### config.mk
export PLATFORM = sky130hd
export DESIGN_NAME = serial_operand_shifter
export DESIGN_NICKNAME = d
export VERILOG_FILES = /design/src/rtl/serial_pkg.sv /design/src/rtl/serial_bit_counter.sv /design/src/rtl/serial_operand_shifter.sv
export SDC_FILE = /design/constraint.sdc
export NUM_CORES = 1
export LEC_CHECK = 0
export CAP_MARGIN = 10
export CELL_PAD_IN_SITES_DETAIL_PLACEMENT = 0
export CELL_PAD_IN_SITES_GLOBAL_PLACEMENT = 1
export CORE_MARGIN = 3
export CORE_UTILIZATION = 36
export CTS_BUF_LIST = sky130_fd_sc_hd__clkbuf_4 sky130_fd_sc_hd__clkbuf_8
export CTS_CLUSTER_SIZE = 24
export DETAILED_ROUTE_END_ITERATION = 6
export HOLD_SLACK_MARGIN = 0.15
export PLACE_DENSITY_LB_ADDON = 0.2
export SLEW_MARGIN = 25
export SYNTH_ARGS = -nofsm -noshare
export SYNTH_HDL_FRONTEND = slang
export SYNTH_SLANG_ARGS = --single-unit
### constraint.sdc
create_clock -name clk -period 1.2 [get_ports clk]
set_input_delay 0.12 -clock clk [delete_from_list [all_inputs] [get_ports clk]]
set_output_delay 0.12 -clock clk [all_outputs]
set_load 0.01 [all_outputs]
### src/rtl/serial_pkg.sv
// rtl/serial_pkg.sv - shared state encoding and sizing helpers for the serial adder datapath.
package serial_pkg;

  typedef enum logic [1:0] {
    IDLE  = 2'd0,
    CLEAR = 2'd1,
    SHIFT = 2'd2
  } state_e;

  localparam int DEFAULT_WIDTH = 8;

  // Bit index counter width; a 2-bit word still needs one counter bit.
  function automatic int cnt_width(input int width);
    return (width > 2) ? $clog2(width) : 1;
  endfunction

endpackage

### src/rtl/serial_bit_counter.sv
// rtl/serial_bit_counter.sv - bit index counter with load-to-zero, enable and terminal flag at WIDTH-1.
module serial_bit_counter
  import serial_pkg::*;
#(
  parameter int  WIDTH = DEFAULT_WIDTH,
  localparam int CW    = cnt_width(WIDTH)
) (
  input  logic          clk,
  input  logic          reset,
  input  logic          clr,
  input  logic          en,
  output logic [CW-1:0] count,
  output logic          tc
);

  localparam logic [CW-1:0] LAST = CW'(WIDTH - 1);

  logic [CW-1:0] count_q, count_d;

  // Holds at the terminal value rather than wrapping; only clr restarts it.
  always_comb begin
    count_d = count_q;
    if (clr) begin
      count_d = '0;
    end else if (en && !tc) begin
      count_d = count_q + CW'(1);
    end
  end

  always_ff @(posedge clk or negedge reset) begin
    if (!reset) begin
      count_q <= '0;
    end else begin
      count_q <= count_d;
    end
  end

  assign count = count_q;
  assign tc    = (count_q == LAST);

endmodule

### src/rtl/serial_operand_shifter.sv
// rtl/serial_operand_shifter.sv - parallel operand pair to LSB-first serial stream for the serial adder.
// Optional SERIAL_OPLOAD_PIPE_EN: accept the next pair during the last bit, removing the IDLE gap.
module serial_operand_shifter
  import serial_pkg::*;
#(
  parameter int WIDTH = DEFAULT_WIDTH
) (
  input  logic             clk,
  input  logic             reset,
  input  logic             in_valid,
  output logic             in_ready,
  input  logic [WIDTH-1:0] a_word,
  input  logic [WIDTH-1:0] b_word,
  input  logic             cin_word,
  output logic             a,
  output logic             b,
  output logic             cin,
  output logic             add_clr,
  output logic             bit_valid,
  output logic             last_bit
);

  localparam int CW = cnt_width(WIDTH);

  state_e           state_q, state_d;
  logic [WIDTH-1:0] a_sr_q, a_sr_d;
  logic [WIDTH-1:0] b_sr_q, b_sr_d;
  logic             cin_q, cin_d;
  logic             cnt_clr, cnt_en, cnt_tc;
  logic [CW-1:0]    cnt;
  logic             shifting;
  logic             load;

  serial_bit_counter #(.WIDTH(WIDTH)) u_bit_cnt (
    .clk   (clk),
    .reset (reset),
    .clr   (cnt_clr),
    .en    (cnt_en),
    .count (cnt),
    .tc    (cnt_tc)
  );

  assign shifting = (state_q == SHIFT);

`ifdef SERIAL_OPLOAD_PIPE_EN
  assign in_ready = (state_q == IDLE) || (shifting && cnt_tc);
`else
  assign in_ready = (state_q == IDLE);
`endif

  assign load = in_valid && in_ready;

  // A load overrides shifting; in the pipelined build it lands on the last bit's edge.
  always_comb begin
    state_d = state_q;
    a_sr_d  = a_sr_q;
    b_sr_d  = b_sr_q;
    cin_d   = cin_q;
    cnt_clr = 1'b0;
    cnt_en  = 1'b0;
    if (load) begin
      a_sr_d  = a_word;
      b_sr_d  = b_word;
      cin_d   = cin_word;
      cnt_clr = 1'b1;
      state_d = CLEAR;
    end else begin
      case (state_q)
        IDLE:  state_d = IDLE;
        CLEAR: state_d = SHIFT;
        SHIFT: begin
          a_sr_d = {1'b0, a_sr_q[WIDTH-1:1]};
          b_sr_d = {1'b0, b_sr_q[WIDTH-1:1]};
          cnt_en = 1'b1;
          if (cnt_tc) begin
            state_d = IDLE;
          end
        end
        default: state_d = IDLE;
      endcase
    end
  end

  always_ff @(posedge clk or negedge reset) begin
    if (!reset) begin
      state_q <= IDLE;
      a_sr_q  <= '0;
      b_sr_q  <= '0;
      cin_q   <= 1'b0;
    end else begin
      state_q <= state_d;
      a_sr_q  <= a_sr_d;
      b_sr_q  <= b_sr_d;
      cin_q   <= cin_d;
    end
  end

  assign a         = shifting && a_sr_q[0];
  assign b         = shifting && b_sr_q[0];
  assign cin       = shifting && cin_q && (cnt == '0);
  assign add_clr   = (state_q == CLEAR);
  assign bit_valid = shifting;
  assign last_bit  = shifting && cnt_tc;

endmodule

==> results.py, run 1 <==
metrics = {
    "run_status": {
        "status": "finished with violations",
        "violations": "setup timing",
    },
    "sta": {
        "worst_pin_slew_ns": 0.377,
        "rsz0062_at_grt": "true",
        "max_freq_mhz": 668,
        "setup_ws_ns": -0.298,
        "setup_violations": 28,
        "fin_crit_sh_pct": 125,
        "period_needed_ns": 1.50,
        "hold_slack_ns": 0.332,
        "hold_viol": 0,
        "max_slew_margin_pct": 74.8,
        "final_max_slew_viol_count": 0,
        "skew_ns": 0.00255,
    },
    "worst_setup_path": {
        "rrSetupSlack_ns": -0.22,
        "start_kind": "flip-flop",
        "cp-end-kind": "output port",
        "cpPeakStageDelay_ns": 0.44,
        "cp.buffers_inverters": 3,
        "r2r-end": "u_bit_cnt.count[2]",
        "crit_path_max_fanout": 3,
        "path_cells": "nor2b_4, buf_6, buf_6, and2_4, buf_6",
        "cp_slowest_cell": "dfrtp_2",
        "path_delay_family": "flip-flops",
        "cp_common_cell": "buf_6",
        "cp.arrival_ns": 1.38,
        "reg2reg_depth": 7,
        "crit_type": "flip-flop to output port",
        "cp.required_ns": 1.08,
        "r2r_start": "u_bit_cnt.count[0]",
    },
    "logic_synthesis": {
        "synth_edf_count": 0,
        "yosys.area.top_type": "dfrtp_1",
        "syn_area_um2": 1140,
        "yosysSeqAreaShare_pct": 48.3,
        "syn_nets": 122,
        "synthArstFlopShare_pct": 100,
        "synth_top_cell_area_share_pct": 48.3,
        "synthCells": 99,
        "ys_types": 34,
        "yosys_warnings": 0,
        "ys.flop_type": "dfrtp_1",
        "ys_seq_elements": 22,
        "synthTopCellsByArea": "dfrtp_1 (48%), o22a_1 (6.1%), o22a_2 (6.1%)",
        "synth_area_per_cell_um2": 11.5,
    },
    "power_and_ir_drop": {
        "leakagePower_nw": 0.892,
        "powerDensity_nw_per_um2": 2330,
        "ir_drop_uv": 1210,
    },
    "cts": {
        "clock-sinks": 22,
        "root_buffer": "clkbuf_4",
        "clk_latency_ns": 0.32,
        "numCtsBuffers": 3,
        "cts_tree": "yes",
        "h-tree-depth": 1,
        "clk_pin_slew_ns": 0.13,
        "cts_buffer_depth": 2,
    },
    "routing": {
        "route.detailed.wl_per_inst_um": 15.1,
        "drt_wl_total_mm": 3.10,
        "route.detailed.drc": 0,
        "first_iter_violations": 64,
        "ant_nets": 0,
        "vias_per_cell": 5.13,
        "num_vias": 1051,
        "dr.pass1.iters": 4,
    },
    "min_path": {
        "hold_class": "input port to flip-flop",
        "hold_path_end": "a_sr_q[7]",
        "hold_depth": 3,
        "hp-start": "a_word[7]",
    },
    "place": {
        "gp_congestion": 0.698,
        "dp_cells": 181,
        "portBuffers": 26,
        "placed_cell_area_um2": 1560,
        "pre_cts_slack_ns": -0.307,
        "place.detailed.hpwl_mm": 1.88,
    },
    "final_layout": {
        "area_growth_pct": 73.7,
        "drive_gt1_share_pct": 57.1,
        "final_common_cell": "buf_6",
        "diodes": 0,
        "num-fill-cells": 211,
        "layout.nets": 187,
        "design_area_um2": 1980,
        "multiInputGateArea_um2": 696,
        "final_cell_mix": "buf_6 (24), dfrtp_1 (20), clkdlybuf4s50_1 (19)",
        "fin_cells": 205,
        "regArea_um2": 553,
    },
    "floorplanning": {
        "die_w_um": 62.3,
        "die_h_um": 62.3,
        "start_util_pct": 39.6,
        "core-area_um2": 2880,
        "io-pin-count": 27,
        "dieArea_um2": 3880,
        "rows": 19,
    },
    "global_routing": {
        "antenna_found_initial": 0,
        "grt_pass1_wl_mm": 5.53,
        "gr-total-overflow": 0,
        "grt_pass1_vias": 1114,
        "grt_max_degree": 23,
        "groute.usage.overall_pct": 17.6,
    },
    "flow_run": {
        "drv_cap": 0,
    },
}
## worst min-delay path, cell delays in order
cell             delay (ns)
clkdlybuf4s50_1        0.41
nand3_1                0.07
nand2_1                0.04
## synthesized netlist by cell type, types with 2 or more instances
cell,count
nand2_1,6
a22oi_1,2
o22a_2,7
nand3_1,2
and2_1,3
dfrtp_1,22
nor2_2,2
o22ai_1,2
o22a_1,8
inv_1,4
a221o_1,5
buf_2,2
nand2b_1,5
nor2_1,3
ha_1,3
o21ai_2,5
## how the worst max path moves through the flow
stage,startpoint,end,slack (ns),depth (start not counted)
finish,state_q[1],b,-0.30,5
CTS,u_bit_cnt.count[1],last_bit,-0.28,4
floorplan,state_q[1],a_sr_q[0],-0.004,3
global placement,state_q[0],cin,-0.27,4
detailed placement,state_q[0],cin,-0.31,4
global route,state_q[1],b,-0.36,5
## sequential cells by signal, indices dropped and copies added (netlist names)
| signal | cells |
|---|---|
| a_sr_q | 8 |
| state_q | 2 |
| b_sr_q | 8 |
| u_bit_cnt.count | 3 |
| cin_q | 1 |
## power by group
| group | internal [mW] | switching (mW) |
|---|---|---|
| combinational | 1.71 | 1.10 |
| clock | 0.186 | 0.250 |
| sequential | 1.08 | 0.277 |
## routing by layer
metal  part of all wire [%]  GRT usage [%]  up-vias
met2                     47           27.3       26
met5                      0              0        -
met3                    4.8           4.14        5
met4                    1.6           7.16        0
li1                       -              -      500
met1                     47           23.8      520
## stage by stage
stage	util, %	setup TNS, ns	power, mW
finish	68.8	-4.05	4.61
global route	68.8	-5.40	4.95
CTS	66.2	-3.94	4.38
detailed placement	54.4	-5.44	3.25
global placement	54.4	-5.24	3.21
floorplan	-	-0.0145	2.51
## cell families (layout without fill, tap and decap cells)
family | after synthesis | after routing | synth area share [%]
mux | 1 | 1 | 1.32
flops | 22 | 22 | 48.3
simple gates | 28 | 29 | 14.4
fa+ha+maj | 3 | 3 | 3.29
buf+inv | 9 | 72 | 4.94
compound gates | 36 | 36 | 27.8
## what timing repair did
item                                   4_1_cts  5_1_grt
cloned                                       2        0
endpoints found under the hold margin       12        0
setup endpoints to repair                   27       29
hold buffers                                 1        0
pin swaps                                   23       13
setup buffers                               14       10
gates resized for setup                     75       19
## final cells by class
| type | count | share of cell area, % |
|---|---|---|
| multi-input combinational | 69 | 35.1 |
| inverter | 5 | 0.948 |
| tap | 42 | 2.65 |
| clock buffer | 4 | 1.83 |
| sequential | 22 | 27.9 |
| timing repair buffer | 63 | 31.5 |
No activity file was read; power rests on OpenSTA's default activity.
==> run 2, diff against run 1 <==
--- a/config.mk
+++ b/config.mk
@@ -8,8 +8,8 @@
 export CAP_MARGIN = 10
 export CELL_PAD_IN_SITES_DETAIL_PLACEMENT = 0
 export CELL_PAD_IN_SITES_GLOBAL_PLACEMENT = 1
-export CORE_MARGIN = 3
-export CORE_UTILIZATION = 36
+export CORE_MARGIN = 2
+export CORE_UTILIZATION = 43
 export CTS_BUF_LIST = sky130_fd_sc_hd__clkbuf_4 sky130_fd_sc_hd__clkbuf_8
 export CTS_CLUSTER_SIZE = 24
 export DETAILED_ROUTE_END_ITERATION = 6
==> constraint.sdc (replaced) <==
create_clock -name clk -period 1.9 [get_ports clk]
set_input_delay 0.19 -clock clk [delete_from_list [all_inputs] [get_ports clk]]
set_output_delay 0.19 -clock clk [all_outputs]
set_load 0.01 [all_outputs]
==> results.py, run 2 (synthesis results as in run 1) <==
metrics = {
    "worst_setup_path": {
        "path_delay_family": "buffers and inverters",
        "cp-end-kind": "output port",
        "crit_path_max_fanout": 7,
        "cp.buffers_inverters": 1,
        "cpPeakStageDelay_ns": 0.53,
        "path_cells": "nor2b_4, and2_1, clkdlybuf4s50_1",
        "crit_type": "flip-flop to output port",
        "cp-endpoint": "b",
        "r2r_start": "state_q[1]",
        "rrSetupSlack_ns": 0.52,
        "start_kind": "flip-flop",
        "cp.arrival_ns": 1.64,
        "cp_slowest_cell": "clkdlybuf4s50_1",
        "cp.required_ns": 1.71,
        "reg2reg_depth": 4,
        "r2r-end": "a_sr_q[1]",
        "critPathLaunch": "state_q[0]",
        "path_depth": 3,
    },
    "cts": {
        "h-tree-depth": 1,
        "clk_latency_ns": 0.30,
        "clk_pin_slew_ns": 0.13,
        "cts_buffer_depth": 2,
        "numCtsBuffers": 3,
        "cts_tree": "yes",
        "clock-sinks": 22,
        "postCtsHoldBufs": 0,
        "root_buffer": "clkbuf_4",
    },
    "power_and_ir_drop": {
        "leakagePower_nw": 0.675,
        "ir_drop_uv": 909,
        "powerDensity_nw_per_um2": 1440,
        "power_mw": 2.20,
    },
    "sta": {
        "hold_viol": 0,
        "final_max_slew_viol_count": 0,
        "max_slew_margin_pct": 70.0,
        "fin_crit_sh_pct": 96.2,
        "max_freq_mhz": 547,
        "rsz0062_at_grt": "false",
        "skew_ns": 0.00264,
        "period_needed_ns": 1.83,
        "setup-tns-final_ns": 0,
        "setup_violations": 0,
        "worst_pin_slew_ns": 0.450,
    },
    "place": {
        "place.detailed.hpwl_mm": 1.69,
        "portBuffers": 26,
        "gp_congestion": 0.779,
    },
    "run_status": {
        "status": "complete, no violations",
    },
    "global_routing": {
        "grt_max_degree": 26,
        "grt_pass1_wl_mm": 4.20,
        "groute.usage.overall_pct": 17.3,
        "gr-total-overflow": 0,
        "antenna_found_initial": 0,
        "grt_pass1_vias": 874,
    },
    "routing": {
        "wl_met1_mm": 1.15,
        "wl_met3_um": 98,
        "num_vias": 902,
        "route.detailed.drc": 0,
        "first_iter_violations": 16,
        "met2_wirelength_mm": 1.18,
        "drt_wl_total_mm": 2.45,
        "ant_nets": 0,
        "route.detailed.wl_per_inst_um": 15.1,
        "dr.pass1.iters": 4,
        "highest_layer": "met4",
        "vias_per_cell": 5.57,
    },
    "min_path": {
        "hold_class": "input port to asynchronous set/reset pin",
    },
    "final_layout": {
        "final_cell_mix": "clkdlybuf4s50_1 (22), dfrtp_1 (21), o22a_1 (8)",
        "diodes": 0,
        "drive_gt1_share_pct": 26.5,
        "layout.nets": 156,
        "area_growth_pct": 33.8,
        "final_common_cell": "clkdlybuf4s50_1",
    },
    "floorplanning": {
        "die_h_um": 55.5,
        "start_util_pct": 45.6,
        "rows": 18,
        "core-area_um2": 2500,
        "dieArea_um2": 3080,
        "io-pin-count": 27,
        "die_w_um": 55.5,
    },
    "flow_run": {
        "drv_cap": 0,
    },
}
==> run 2: cell count changes in the layout (fill, tap and decap cells not counted), sizes merged <==
cell / before / now
dlymetal6s2s: 0 / 2
buf: 43 / 7
clkdlybuf4s50: 19 / 22
dlygate4sd2: 0 / 2
nand2b: 7 / 6
dlygate4sd3: 1 / 0
==> run 2: stage by stage <==
stage	setup WS [ns]	hold WS [ns]	utilization (%)	instance area (µm²)	cells
2_1_floorplan	0.558	-0.106	-	1140	99
3_3_place_gp	0.278	0.492	57.2	1430	155
3_5_place_dp	0.238	0.498	57.2	1430	155
4_1_cts	0.0268	0.222	59.8	1500	160
5_1_grt	0.00350	0.255	61.0	1530	162
6_report	0.0722	0.219	61.0	1530	162
==> run 2: worst min path at each step <==
stage,startpoint,to,slack (ns),cells past startpoint
floorplan,reset,a_sr_q[0],-0.11,0
global placement,b_sr_q[2],b_sr_q[2],0.49,1
detailed placement,b_sr_q[1],b_sr_q[1],0.50,1
CTS,reset,u_bit_cnt.count[2],0.22,2
global route,reset,a_sr_q[2],0.26,2
finish,reset,a_sr_q[4],0.22,2
==> run 2: timing repair <==
| item | 4_1_cts | 5_1_grt |
|---|---|---|
| cloned | 0 | 0 |
| resized for setup | 7 | 5 |
| setup endpoints to repair | 5 | 4 |
| buffers inserted | 1 | 2 |
==> run 2: cell type report <==
class | count | area, µm²
fillers | 211 | 975
multi-input cells | 68 | 553
flip-flops and latches | 22 | 552
repair buffers | 33 | 328
well taps | 30 | 37.5
clock buffers | 4 | 36.3
inverters | 5 | 18.8
==> run 2: where the power goes <==
group / leakage [nW] / internal [mW] / switching, mW
logic: 0.393 / 0.621 / 0.497
registers: 0.260 / 0.683 / 0.138
clock network: 0.0210 / 0.117 / 0.147
total: 0.675 / 1.42 / 0.782
==> run 2: layer usage <==
layer | track usage, % | vias to the layer above
met2 | 25.5 | 21
met1 | 25.2 | 445
met5 | 0 | -
li1 | - | 434
met4 | 6.27 | 0
met3 | 3.04 | 2
